### config.mk
export PLATFORM = sky130hd
export DESIGN_NAME = accumulator_weight_ctrl
export DESIGN_NICKNAME = d
export VERILOG_FILES = /design/src/rtl/accumulator_weight_ctrl_pkg.sv /design/src/rtl/accumulator_weight_ctrl_beat_counter.sv /design/src/rtl/accumulator_weight_ctrl.sv
export SDC_FILE = /design/constraint.sdc
export NUM_CORES = 1
export LEC_CHECK = 0
export CAP_MARGIN = 30
export CORE_UTILIZATION = 55
export DETAILED_ROUTE_END_ITERATION = 16
export DONT_BUFFER_PORTS = 1
export PLACE_DENSITY = 0.73
export SLEW_MARGIN = 40
export SYNTH_ARGS = -nofsm -noshare
export SYNTH_HDL_FRONTEND = slang
export SYNTH_SLANG_ARGS = --single-unit
### constraint.sdc
create_clock -name clk -period 1.63 [get_ports clk]
set_clock_uncertainty 0.05 [all_clocks]
set_input_delay 0.326 -clock clk [delete_from_list [all_inputs] [get_ports clk]]
set_output_delay 0.326 -clock clk [all_outputs]
set_load 0.1 [all_outputs]
### src/rtl/accumulator_weight_ctrl_pkg.sv
// accumulator_weight_ctrl_pkg: shared states, sizing and the accumulator width check for the weight-accumulator sequencer.
package accumulator_weight_ctrl_pkg;
  localparam int MAX_LEN = 256;
  localparam int CNT_WIDTH = $clog2(MAX_LEN + 1);
  localparam int WEIGHT_WIDTH = 8;
  localparam int ACC_WIDTH = 16;
  localparam bit ACC_WIDTH_OK = ACC_WIDTH >= WEIGHT_WIDTH + $clog2(MAX_LEN);
  typedef enum logic [1:0] {IDLE, CLEAR, ACCUM, HOLD} state_e;
  typedef logic [CNT_WIDTH-1:0] cnt_t;
  function automatic cnt_t sat_len(input cnt_t l);
    return (l > cnt_t'(MAX_LEN)) ? cnt_t'(MAX_LEN) : l;
  endfunction
endpackage

### src/rtl/accumulator_weight_ctrl_beat_counter.sv
// accumulator_weight_ctrl_beat_counter: beat up-counter with sync clear, enable and terminal match against the job length.
module accumulator_weight_ctrl_beat_counter
  import accumulator_weight_ctrl_pkg::*;
(
  input  logic                 clk,
  input  logic                 rst_n,
  input  logic                 clr_i,
  input  logic                 en_i,
  input  logic [CNT_WIDTH-1:0] len_i,
  output logic [CNT_WIDTH-1:0] cnt_o,
  output logic                 last_o
);
  cnt_t cnt_q, cnt_d;
  always_comb cnt_d = clr_i ? '0 : en_i ? cnt_q + cnt_t'(1) : cnt_q;
  always_ff @(posedge clk or negedge rst_n)
    if (!rst_n) cnt_q <= '0;
    else cnt_q <= cnt_d;
  assign cnt_o = cnt_q;
  assign last_o = en_i & (cnt_q == len_i - cnt_t'(1));
endmodule

### src/rtl/accumulator_weight_ctrl.sv
// accumulator_weight_ctrl: clears the accumulator, streams LEN weight beats into it, then holds the result until taken.
module accumulator_weight_ctrl
  import accumulator_weight_ctrl_pkg::*;
(
  input  logic                 clk,
  input  logic                 rst_n,
  input  logic                 start,
  input  logic [CNT_WIDTH-1:0] len,
  input  logic                 abort,
  input  logic                 in_valid,
  output logic                 in_ready,
  output logic                 acc_enable,
  output logic                 acc_clear,
  output logic                 out_valid,
  input  logic                 out_ready,
  output logic                 busy,
  output logic                 done,
  output logic [CNT_WIDTH-1:0] beat_cnt
);
  state_e state_q, state_d;
  cnt_t len_q, len_d;
  logic launch, last;
  if (!ACC_WIDTH_OK) begin : g_width_chk
    $error("ACC_WIDTH too narrow for WEIGHT_WIDTH + clog2(MAX_LEN)");
  end
  assign launch = (state_q == IDLE) & start & ~abort;
  assign in_ready = state_q == ACCUM;
  assign acc_enable = in_valid & in_ready & ~abort;
  // gated by rst_n so an abort held during reset cannot wipe the accumulator
  assign acc_clear = rst_n & ((state_q == CLEAR) | abort);
  assign out_valid = state_q == HOLD;
  assign busy = state_q != IDLE;
  assign done = out_valid & out_ready & ~abort;
  always_comb begin
    len_d = launch ? sat_len(len) : len_q;
    state_d = abort ? IDLE :
              (state_q == IDLE)  ? (start ? CLEAR : IDLE) :
              (state_q == CLEAR) ? ((len_q == '0) ? HOLD : ACCUM) :
              (state_q == ACCUM) ? (last ? HOLD : ACCUM) :
              (out_ready ? IDLE : HOLD);
  end
  always_ff @(posedge clk or negedge rst_n)
    if (!rst_n) begin
      state_q <= IDLE;
      len_q <= '0;
    end else begin
      state_q <= state_d;
      len_q <= len_d;
    end
  accumulator_weight_ctrl_beat_counter u_beat_counter (
    .clk    (clk),
    .rst_n  (rst_n),
    .clr_i  (launch | abort),
    .en_i   (acc_enable),
    .len_i  (len_q),
    .cnt_o  (beat_cnt),
    .last_o (last)
  );
endmodule

==> Yosys cells after proc, flatten, opt, wreduce, memory -nomap -nowiden <==
Index checks and enable logic that the tools add are counted.
W data, S select, Z words.
{ "classes": {"add_sub_neg": 2, "magnitude_cmp": 1, "n_eq_ne": 4, "n_mux": 11, "bitwise": 11, "n_reduce_logical": 4} }
{ "op_table": {"columns": ["op", "count"], "rows": [
  ["$mux W9", 3],
  ["$mux W2", 5],
  ["$add A9 B1 Y9 const B", 1],
  ["$eq A9 B9 Y1", 1],
  ["$gt A9 B9 Y1 const B", 1],
  ["$logic_not A9 Y1", 1],
  ["$sub A9 B1 Y9 const B", 1],
  ["$and A1 B1 Y1", 8],
  ["$eq A2 B2 Y1 const B", 2],
  ["$reduce_bool A2 Y1", 2],
  ["$mux W1", 3],
  ["$eq A2 B1 Y1 const B", 1],
  ["$logic_not A2 Y1", 1],
  ["$or A1 B1 Y1", 2],
  ["$not A1 Y1", 1]
]} }
{ "word_totals": {"ff_bits": 20, "inputBits": 15, "elab_cells": 36} }

==> Depth between registers and ports, before layout <==
Gate-level depths: netlist (run 1).
{ "depth": {"word_depth": 9, "ltp_mapped": 7} }

==> Hierarchy <==
From an unflattened synthesis (run 1), not the netlist that was laid out.
{ "unflattened": {"cells_unflattened": 142, "area_unflattened_um2": 1273.7} }
{ "by_module_without_submodules": {"columns": ["mod", "n_inst", "cells_per_inst", "area_per_inst_um2"], "rows": [
  ["accumulator_weight_ctrl_beat_counter", 1, 86, 714.4],
  ["accumulator_weight_ctrl", 1, 56, 559.3]
]} }

==> Least setup slack after synthesis (run 1) <==
No wires, ideal clock.
{ "synth_path": {"kind": "flip-flop to output port", "from": "register state_q[0]", "to": "output port done", "t_arrival_ps": 2611, "t_required_ps": 1254, "setup_slack_ps": -1357, "stages_incl_launch_ff": 4, "n_path_buf": 0, "path_cell_list": "dfrtp_1 and2_1 nand2_1 nor2_1"} }
{ "synth_via": {"elab_chain_cells": 3} }
{ "synth_lines": {"columns": ["element", "line", "source"], "rows": [
  ["start, declared", "accumulator_weight_ctrl.sv:20", "state_e state_q, state_d;"],
  ["start signal, assigned", "accumulator_weight_ctrl.sv:47", "state_q <= state_d;"],
  ["$eq A2 B2 Y1", "accumulator_weight_ctrl.sv:31", "assign out_valid = state_q == HOLD;"],
  ["named net out_valid", "accumulator_weight_ctrl.sv:14", "output logic out_valid,"],
  ["$and A1 B1 Y1 (2 in series)", "accumulator_weight_ctrl.sv:33", "assign done = out_valid & out_ready & ~abort;"],
  ["end, declared", "accumulator_weight_ctrl.sv:17", "output logic done,"]
]} }
The timed path passes the listed nets, and every way through them passes these cells.

==> Worst setup path in the final report (run 1) <==
{ "layout_path": {"from": "register len_q[1]", "to": "register state_q[0]"} }
{ "layout_via": {"elab_chain_cells": 8} }
{ "layout_lines": {"columns": ["element", "line", "source"], "rows": [
  ["start, declared", "accumulator_weight_ctrl.sv:21", "cnt_t len_q, len_d;"],
  ["start signal, assigned", "accumulator_weight_ctrl.sv:48", "len_q <= len_d;"],
  ["$sub A9 B1 Y9", "accumulator_weight_ctrl_beat_counter.sv:19", "assign last_o = en_i & (cnt_q == len_i - cnt_t'(1));"],
  ["$eq A9 B9 Y1", "accumulator_weight_ctrl_beat_counter.sv:19", null],
  ["$and A1 B1 Y1", "accumulator_weight_ctrl_beat_counter.sv:19", null],
  ["$mux W1", "accumulator_weight_ctrl.sv:39", "(state_q == ACCUM) ? (last ? HOLD : ACCUM) :"],
  ["$mux W2", "accumulator_weight_ctrl.sv:39", null],
  ["$mux W2 *", "accumulator_weight_ctrl.sv:38", "(state_q == CLEAR) ? ((len_q == '0) ? HOLD : ACCUM) :"],
  ["$mux W2 *", "accumulator_weight_ctrl.sv:37", "(state_q == IDLE) ? (start ? CLEAR : IDLE) :"],
  ["$mux W2 *", "accumulator_weight_ctrl.sv:36", "state_d = abort ? IDLE :"],
  ["named net state_d[0]", "accumulator_weight_ctrl.sv:20", null]
]} }
The timed path passes the listed nets; every way through them passes the cells marked *.
A chain may end at the register's enable or synchronous reset.

==> results.txt, run 1 <==
----------------------------------------------------
[Hold path]
  Class of the worst hold path ... in -> reg
  Hold wc startpoint ... abort

[Pwr]
  PwrDens ... 1411 nW/um^2
  Worst voltage drop across the vdd grid ... 918.1 uV
  Final Total Pwr ... roughly 0.0024 W
  Cell leakage power ... 0.7138 nW

[Floorplan]
  Overall die width ... 49.36 um
  Initial cell density of the core ... 0.6042
  Die Height ... 49.36 um
  Core area ... 2042 sq um
  Count of standard-cell rows ... 16
  Number of top-level pins ... 30
  DIE AREA ... between 2000 and 2500 sq um

[Run status]
  Failing checks ... setup timing
  Result of the run ... finished with violations

[Clocking]
  Sinks on Clock Net ... 20
  Insertion delay of the later-clocked pin in the worst-skew pair ... 0.30 ns
  TritonCTS clock tree ... done
  Clock slew seen by the registers of the worst setup and hold paths ... 0.11 ns
  CTS max path bufs ... 2
  CTS buffer count ... 3
  Clk root buf ... clkbuf_4
  Clock H-tree levels ... 1

[Global routing]
  Antenna violations before repair ... 0
  Via count of the first global-routing pass ... 1121
  First-pass GRT wire length ... 5299 um
  Pin count of the biggest net entering global routing ... 21
  Total congestion overflow after global routing ... 0
  Total routing usage reported by global routing ... 0.2931

[Timing]
  Fin crit period ... between 1.5 and 2 ns
  Transition at the pin with the smallest max-transition slack ... 0.4433 ns
  Headroom to the max-slew limit ... 0.7044
  Final setup violating endpoints ... 5
  Worst path setup slack after routing ... -0.1420 ns
  Maximum achievable frequency ... 564.3 MHz
  RSZ-0062 raised after global routing ... yes
  Final number of max-transition violations ... 0
  Count of endpoints failing hold in the final timing report ... 0
  Ratio of final minimum period to clock period ... 1.087

[Setup path]
  Crit start category ... register
  Biggest fanout along the worst timing path ... 5
  Endpoint kind of the worst setup timing path ... register
  Data arrival time of the critical path ... 1.92 ns
  Category of the critical setup timing path ... reg -> reg
  Worst endpoint required time ... 1.77 ns
  Startpoint of the worst-slack reg-to-reg timing path ... len_q[1]
  Worst Setup SP ... len_q[1]

[Yosys]
  Most frequently used flop master after synthesis ... dfrtp_1
  Count of flip-flops with a built-in enable after synthesis ... 0
  Post-Synthesis Net Count ... between 150 and 200
  Proportion of synthesized chip area in sequential cells ... 0.4057
  FFs w/ async S/R, synth ... 1.000
  Number of register bits inferred by synthesis ... 20
  Count of yosys warnings during synthesis ... 0
  Area of the mapped netlist ... 1234 sq um
  Distinct cell type count of the synthesized netlist ... 36
  Cell count after synthesis ... 138
  Post-Synthesis Mean Instance Area ... 8.940 sq um

[Route]
  Detail-routed net length per standard cell ... 16.38 um
  Total wire length ... 3211 um
  Ratio of routed vias to standard cells ... 5.842
  Number of design-rule violations left by the first detailed-router iteration ... 37
  Via count ... between 1000 and 1500
  Antenna violation net count after detailed routing ... 0
  Remaining routing DRC violations ... 0
  Length of the first detailed-routing pass in iterations ... 5

[Place]
  Dpl hpwl ... about 2100 um
  Post-DP Area ... 1523 sq um
  Count of port buffers added during placement ... 0
  Global placement routability congestion ... 0.8021

[Layout]
  Post-layout nets ... 187
  Non-Filler Cell Area, Final ... ~1700 sq um
  Antenna diode count ... 0
  Signed area change from the synthesized netlist to the final layout ... 35.29%
  Commonest cells after routing, fill and taps aside ... buf_4, nand2_1, o21ai_0
  Most frequent standard cell in the layout excluding fill and tap cells ... buf_4
  Layout cell share with drive strength beyond 1 ... 0.3609

[Job]
  Number of max-cap violations ... 0

----------------------------------------------------
-- kinds of logic after synthesis --
family	after synthesis	synth area share
AO/OA/AOI/OAI	25	0.1237
XOR/XNOR	20	0.1420
adder cells (fa/ha/maj)	2	0.02028
buffers and inverters	6	0.01825
flip-flops	20	0.4057
multiplexers	1	0.009127
AND/OR/NAND/NOR	64	0.2809
-- Yosys cell counts (2+ instances only) --
cell	count	area, sq um
a211oi_1	2	15.01
o21ai_0	12	60.06
xnor2_1	10	87.58
and4_1	2	17.52
nand4_1	3	18.77
nor2b_1	2	12.51
nand2_1	18	67.56
inv_1	4	15.01
nor2_1	14	52.55
nand3_1	3	15.01
xor2_1	10	87.58
nor3_1	2	10.01
ha_1	2	25.02
dfrtp_1	20	500.5
nand2b_1	9	56.30
a21oi_1	4	20.02
clkbuf_1	2	7.510
-- per-layer routing --
layer,vias to the layer above,global-route usage,share of wire
met1,545,0.3649,0.42
met5,-,0,0
met4,0,0.1078,0.026
met2,49,0.5091,0.51
met3,10,0.04361,0.047
li1,541,-,-
-- critical path, cell delays in order (launching register included) --
cell and delay [ns]:
dfrtp_1 0.38, inv_2 0.05, ha_4 0.17, buf_4 0.13
nand2_1 0.07, nand2b_1 0.06, a211oi_1 0.28, nand4_1 0.17
o31ai_1 0.30
-- where the power goes --
part           internal [W]  switching (W)  total, W
Combinational      0.000648       0.000756   0.00140
Clock             0.0000954       0.000148  0.000244
Sequential         0.000588       0.000120  0.000708
-- state kept, by name, indices dropped and copies added (netlist names) --
register              flops
state_q                   2
u_beat_counter.cnt_o      9
len_q                     9
-- metrics by stage --
step | setup TNS, ns | setup slack [ns] | hold slack [ns] | utilization | cells
floorplan | -0.6016 | -0.1638 | -0.01959 | - | 138
global placement | 0 | 0.05737 | -0.01913 | 0.7457 | 184
detailed placement | -0.04012 | -0.04012 | -0.01914 | 0.7457 | 184
CTS | -0.2509 | -0.1017 | 0.01558 | 0.8076 | 195
global route | -0.6378 | -0.1556 | 0.009140 | 0.8174 | 196
finish | -0.3859 | -0.1420 | 0.03415 | 0.8174 | 196
-- worst paths after layout --
check,end,slack (ns),cells past startpoint
min in group asynchronous,state_q[1],0.46,2
hold reg to reg,len_q[5],0.52,2
hold / removal,state_q[1],0.03,1
max in group asynchronous,u_beat_counter.cnt_o[7],0.74,2
setup / recovery,state_q[0],-0.14,8
setup reg to reg,state_q[0],-0.14,8
-- layout make-up --
type                       instances  area [sq um]
clock buffer                       4         26.28
timing repair buffer              29         291.5
tap                               27         33.78
fill                             127         372.9
inverter                           4         15.01
sequential                        20         514.2
multi-input combinational        112         788.3
-- what timing repair did --
item                                    4_1_cts  5_1_grt
pin swaps                                     6        4
gates cloned                                  0        0
hold endpoints to repair                     20       20
endpoints found under the setup margin        6        9
setup buffers                                 6        0
hold buffers                                  1        1
gates resized for setup                      13        5
Power figures use the tool's default switching activity.
==> inputs of run 2 (changes only) <==
--- a/config.mk
+++ b/config.mk
@@ -5,10 +5,11 @@
 export SDC_FILE = /design/constraint.sdc
 export NUM_CORES = 1
 export LEC_CHECK = 0
-export CAP_MARGIN = 30
+export CAP_MARGIN = 0
 export CORE_UTILIZATION = 55
 export DETAILED_ROUTE_END_ITERATION = 16
 export DONT_BUFFER_PORTS = 1
+export HOLD_SLACK_MARGIN = 0.08
 export PLACE_DENSITY = 0.73
 export SLEW_MARGIN = 40
 export SYNTH_ARGS = -nofsm -noshare
==> run 2 against run 1 <==
Compared with the run above: the flow still finishes with violations (setup timing); maximum frequency fell by 0.31%; non-clock buffer count rose by 2; combinational power barely moved; largest cell class unchanged.
==> results.txt, run 2 (synthesis gave the netlist of run 1 again) <==
----------------------------------------------------
[Global routing]
  Total congestion overflow after global routing ... 0
  First-pass GRT wire length ... between 5000 and 6000 um
  Total routing usage reported by global routing ... 0.2971
  Via count of the first global-routing pass ... 1133
  Pin count of the biggest net entering global routing ... 21
  Antenna violations before repair ... 0

[Clocking]
  Clock slew seen by the registers of the worst setup and hold paths ... approximately 0.1 ns
  Clk root buf ... clkbuf_4
  CTS buffer count ... 3
  TritonCTS clock tree ... done
  Sinks on Clock Net ... 20
  Insertion delay of the later-clocked pin in the worst-skew pair ... 0.31 ns
  CTS max path bufs ... 2
  Clock H-tree levels ... 1

[Hold path]
  Class of the worst hold path ... in -> reg

[Run status]
  Failing checks ... setup timing
  Result of the run ... finished with violations

[Floorplan]
  Core area ... about 2000 sq um
  Overall die width ... ~50 um
  Die Height ... 49.36 um
  Count of standard-cell rows ... 16
  DIE AREA ... between 2000 and 2500 sq um
  Number of top-level pins ... 30
  Initial cell density of the core ... 0.6042

[Layout]
  Post-layout nets ... 189
  Most frequent standard cell in the layout excluding fill and tap cells ... buf_4
  Layout cell share with drive strength beyond 1 ... 0.3567
  Antenna diode count ... 0
  Signed area change from the synthesized netlist to the final layout ... 37.22%
  Count of non-filler cells in the finished layout ... 198
  Commonest cells after routing, fill and taps aside ... buf_4, nand2_1, o21ai_0

[Place]
  Number of placed instances, taps included ... 184
  Worst setup slack before clock tree synthesis ... -0.04012 ns
  Global placement routability congestion ... 0.8021
  Count of port buffers added during placement ... 0
  Dpl hpwl ... 2131 um

[Setup path]
  Worst endpoint required time ... 1.78 ns
  Endpoint kind of the worst setup timing path ... register
  Biggest fanout along the worst timing path ... 5
  Category of the critical setup timing path ... reg -> reg
  Crit start category ... register
  Data arrival time of the critical path ... 1.93 ns

[Route]
  Length of the first detailed-routing pass in iterations ... 4
  Remaining routing DRC violations ... 0
  Total wire length ... 3230 um
  Number of design-rule violations left by the first detailed-router iteration ... 61
  Ratio of routed vias to standard cells ... roughly 5.9
  Antenna violation net count after detailed routing ... 0
  Via count ... approximately 1200
  Detail-routed net length per standard cell ... 16.31 um

[Pwr]
  PwrDens ... 1393 nW/um^2
  Worst voltage drop across the vdd grid ... 960.7 uV
  Cell leakage power ... 0.7232 nW
  Final Total Pwr ... about 0.0024 W

[Timing]
  Maximum achievable frequency ... 562.6 MHz
  Headroom to the max-slew limit ... 0.7023
  RSZ-0062 raised after global routing ... yes
  Final setup violating endpoints ... 5
  Transition at the pin with the smallest max-transition slack ... about 0.45 ns
  Final number of max-transition violations ... 0
  Ratio of final minimum period to clock period ... 1.090
  Fin crit period ... 1.777 ns
  Worst path setup slack after routing ... -0.1474 ns
  Count of endpoints failing hold in the final timing report ... 0

[Job]
  Number of max-cap violations ... 0

----------------------------------------------------
[run 2: cell types whose count changed in the layout (fill, tap and decap cells not counted)]
cell	change
buf_8	+1
buf_6	-1
dlygate4sd3_1	+2
[run 2: layer usage]
metal	GRT usage	vias up	wire length (um)
li1	-	548	-
met1	0.3669	547	1269
met2	0.5091	61	1664
met3	0.04984	10	197
met4	0.1225	0	98
met5	0	-	0
[run 2: repair_timing]
item,in CTS,in global routing
pin swaps,6,4
buffers inserted,6,0
resized for setup,13,6
setup endpoints to repair,6,9
hold buffers,3,1
hold endpoints to repair,21,20
[run 2: per-stage QoR]
step,utilization,cell area (sq um),hold slack [ns],TNS (ns)
2_1_floorplan,-,1289,-0.01959,-0.6016
3_3_place_gp,0.7457,1523,-0.01913,0
3_5_place_dp,0.7457,1523,-0.01914,-0.04012
4_1_cts,0.8174,1669,0.1116,-0.2509
5_1_grt,0.8290,1693,0.1028,-0.6607
6_report,0.8290,1693,0.1090,-0.4671
[run 2: path summary, 6_finish.rpt]
kind | startpoint | end | slack [ns] | depth (start not counted)
max in group asynchronous | rst_n | state_q[0] | 0.74 | 2
hold / removal | len[6] | len_q[6] | 0.11 | 2
setup reg to reg | len_q[1] | state_q[0] | -0.15 | 8
setup / recovery | len_q[1] | state_q[0] | -0.15 | 8
min in group asynchronous | rst_n | state_q[1] | 0.45 | 2
hold reg to reg | len_q[5] | len_q[5] | 0.52 | 2
[run 2: worst max-delay path, stage by stage, from the launching register on]
cell      delay, ns
dfrtp_1        0.38
inv_2          0.05
ha_4           0.17
buf_4          0.13
nand2_1        0.08
nand2b_1       0.06
a211oi_1       0.28
nand4_1        0.18
o31ai_1        0.30
[run 2: final cells by class]
cell class | instances | area [sq um]
inverter | 4 | 15.01
timing repair buffer | 31 | 315.3
fill | 121 | 349.1
tap | 27 | 33.78
sequential | 20 | 514.2
multi-input combinational | 112 | 788.3
clock buffer | 4 | 26.28
[run 2: report_power, final]
part / internal, W / switching [W]
logic: 0.000652 / 0.000750
registers: 0.000588 / 0.000123
clock network: 0.0000955 / 0.000151
==> inputs of run 3 (changes only) <==
--- a/config.mk
+++ b/config.mk
@@ -11,7 +11,7 @@
 export DONT_BUFFER_PORTS = 1
 export HOLD_SLACK_MARGIN = 0.08
 export PLACE_DENSITY = 0.73
-export SLEW_MARGIN = 40
+export SLEW_MARGIN = 20
 export SYNTH_ARGS = -nofsm -noshare
 export SYNTH_HDL_FRONTEND = slang
 export SYNTH_SLANG_ARGS = --single-unit
==> run 3 against run 2 <==
Compared with the run above: the run still ends with setup timing left; highest routed layer unchanged; largest power group unchanged; critical path depth stayed put; non-clock buffer count fell by 1; critical path type unchanged; clock power hardly changed; largest cell class unchanged.
==> results.txt, run 3 (synthesis gave the netlist of run 1 again) <==
----------------------------------------------------
[Pwr]
  Part of the power in the clock network ... 0.104
  Reported net switching power ... 0.001024 W
  Worst voltage drop across the vdd grid ... 964.6 uV
  Cell leakage power ... 0.7193 nW
  Gate power share ... 0.594
  PwrDens ... 1397 nW/um^2
  Internal power component ... between 0.001 and 0.0015 W
  Switching portion of total power ... 0.4342
  Fraction of power consumed by sequential logic ... 0.302

[Layout]
  Commonest cells after routing, fill and taps aside ... buf_4, nand2_1, o21ai_0
  Filler cell count in the final layout ... 121
  Signed area change from the synthesized netlist to the final layout ... 36.82%
  Most frequent standard cell in the layout excluding fill and tap cells ... buf_4
  Post-layout util ... 0.8266
  Post-layout nets ... 188
  Antenna diode count ... 0
  Layout cell share with drive strength beyond 1 ... 0.3529

[Global routing]
  Via count of the first global-routing pass ... 1133
  Total routing usage reported by global routing ... 0.2971
  Antenna violations before repair ... 0
  Total congestion overflow after global routing ... 0
  First-pass GRT wire length ... between 5000 and 6000 um
  Pin count of the biggest net entering global routing ... 21

[Clocking]
  Clk root buf ... clkbuf_4
  Sinks on Clock Net ... 20
  CTS buffer count ... 3
  Clock H-tree levels ... 1
  CTS max path bufs ... 2
  TritonCTS clock tree ... done
  Clock slew seen by the registers of the worst setup and hold paths ... 0.10 ns
  Insertion delay of the later-clocked pin in the worst-skew pair ... 0.30 ns

[Run status]
  Result of the run ... finished with violations
  Failing checks ... setup timing

[Route]
  Total wire length ... 3224 um
  Number of design-rule violations left by the first detailed-router iteration ... 39
  Antenna violation net count after detailed routing ... 0
  Detail-routed net length per standard cell ... 16.37 um
  Length of the first detailed-routing pass in iterations ... 4
  Remaining routing DRC violations ... 0
  Ratio of routed vias to standard cells ... around 5.9
  Via count ... 1162

[Timing]
  RSZ-0062 raised after global routing ... yes
  Maximum achievable frequency ... around 560 MHz
  Headroom to the max-slew limit ... 0.3975
  Ratio of final minimum period to clock period ... 1.091
  Fin crit period ... around 1.8 ns
  Final setup violating endpoints ... 5
  Transition at the pin with the smallest max-transition slack ... 0.9008 ns
  Count of endpoints failing hold in the final timing report ... 0
  Worst path setup slack after routing ... -0.1487 ns
  Final number of max-transition violations ... 0

[Hold path]
  Class of the worst hold path ... in -> reg
  Worst hold path stage count ... 2
  Endpoint, Worst Hold ... len_q[6]
  Hold wc startpoint ... len[6]

[Floorplan]
  Number of top-level pins ... 30
  Die Height ... 49.36 um
  Count of standard-cell rows ... 16
  DIE AREA ... 2436 sq um
  Core area ... 2042 sq um
  Overall die width ... 49.36 um
  Initial cell density of the core ... 0.6042

[Setup path]
  R2R cell count ... 8
  Worst reg2reg path endpoint ... state_q[0]
  Biggest fanout along the worst timing path ... 5
  Worst Setup SP ... len_q[1]
  Slowest library cell on the worst path ... dfrtp_1
  Startpoint of the worst-slack reg-to-reg timing path ... len_q[1]
  Endpoint kind of the worst setup timing path ... register
  Largest incremental delay on the critical path ... between 0.3 and 0.4 ns
  Category of the critical setup timing path ... reg -> reg
  Cell breakdown of the critical path ... inv_2 -> ha_4 -> buf_4 -> nand2_1 -> nand2b_1 -> a211oi_1 -> nand4_1 -> o31ai_1
  Data arrival time of the critical path ... 1.93 ns
  Crit start category ... register
  Register-to-Register Setup Slack ... -0.15 ns
  Worst endpoint required time ... approximately 1.8 ns

[Place]
  Global placement routability congestion ... 0.8021
  Count of port buffers added during placement ... 0
  Dpl hpwl ... 2131 um
  Worst setup slack before clock tree synthesis ... -0.04012 ns

[Job]
  Number of max-cap violations ... 0

----------------------------------------------------
[run 3: cell count changes in the layout (fill, tap and decap cells not counted)]
cell | before | now
buf_2 | 1 | 0
[run 3: worst max-delay path by stage]
stage | endpoint | slack [ns] | cells after the start
after global placement | state_q[0] | 0.06 | 7
after global routing | state_q[0] | -0.16 | 7
after floorplan | done | -0.16 | 3
after CTS | acc_clear | -0.10 | 4
final | state_q[0] | -0.15 | 8
after detailed placement | state_q[0] | -0.04 | 7
[run 3: cell type report]
class                           count  area [sq um]  area share
Multi-Input combinational cell    112         788.3      0.4670
Sequential cell                    20         514.2      0.3047
Inverter                            4         15.01    0.008895
Clock buffer                        4         26.28     0.01557
Tap cell                           27         33.78     0.02001
Timing Repair Buffer               30         310.3      0.1838
[run 3: power by group through the flow]
stage,logic [W],clock network (W),registers [W]
final,0.00140,0.000246,0.000711
after global placement,0.00113,0,0.000700
after global routing,0.00149,0.000270,0.000724
after floorplan,0.000825,0,0.000723
after detailed placement,0.00118,0,0.000702
after CTS,0.00133,0.000248,0.000700
[run 3: metrics by stage]
step | std cells | instance area (sq um) | setup TNS, ns | total power [W] | hold slack, ns
floorplan | 138 | 1289 | -0.6016 | 0.001549 | -0.01959
global placement | 184 | 1523 | 0 | 0.001834 | -0.01913
detailed placement | 184 | 1523 | -0.04012 | 0.001879 | -0.01914
CTS | 197 | 1669 | -0.2509 | 0.002281 | 0.1116
global route | 197 | 1688 | -0.6607 | 0.002479 | 0.1028
finish | 197 | 1688 | -0.4645 | 0.002358 | 0.1099
[run 3: critical path: cells and delay by family (launching register included)]
family,cells,cell delay (ns)
fa+ha+maj,1,0.17
compound gates,2,0.58
flops,1,0.38
buf+inv,2,0.18
simple gates,3,0.32
[run 3: layer usage]
metal | global-route usage | share of wire | vias to the layer above
met5 | 0 | 0 | -
met4 | 0.1225 | 0.038 | 0
met3 | 0.04984 | 0.059 | 14
met2 | 0.5091 | 0.51 | 58
met1 | 0.3669 | 0.39 | 545
li1 | - | - | 545
[run 3: repair_timing]
action / 4_1_cts / 5_1_grt
buffers inserted: 6 / 0
hold buffers: 3 / 0
endpoints found under the hold margin: 21 / 0
pin swaps: 6 / 4
endpoints found under the setup margin: 6 / 9
gates resized for setup: 13 / 6
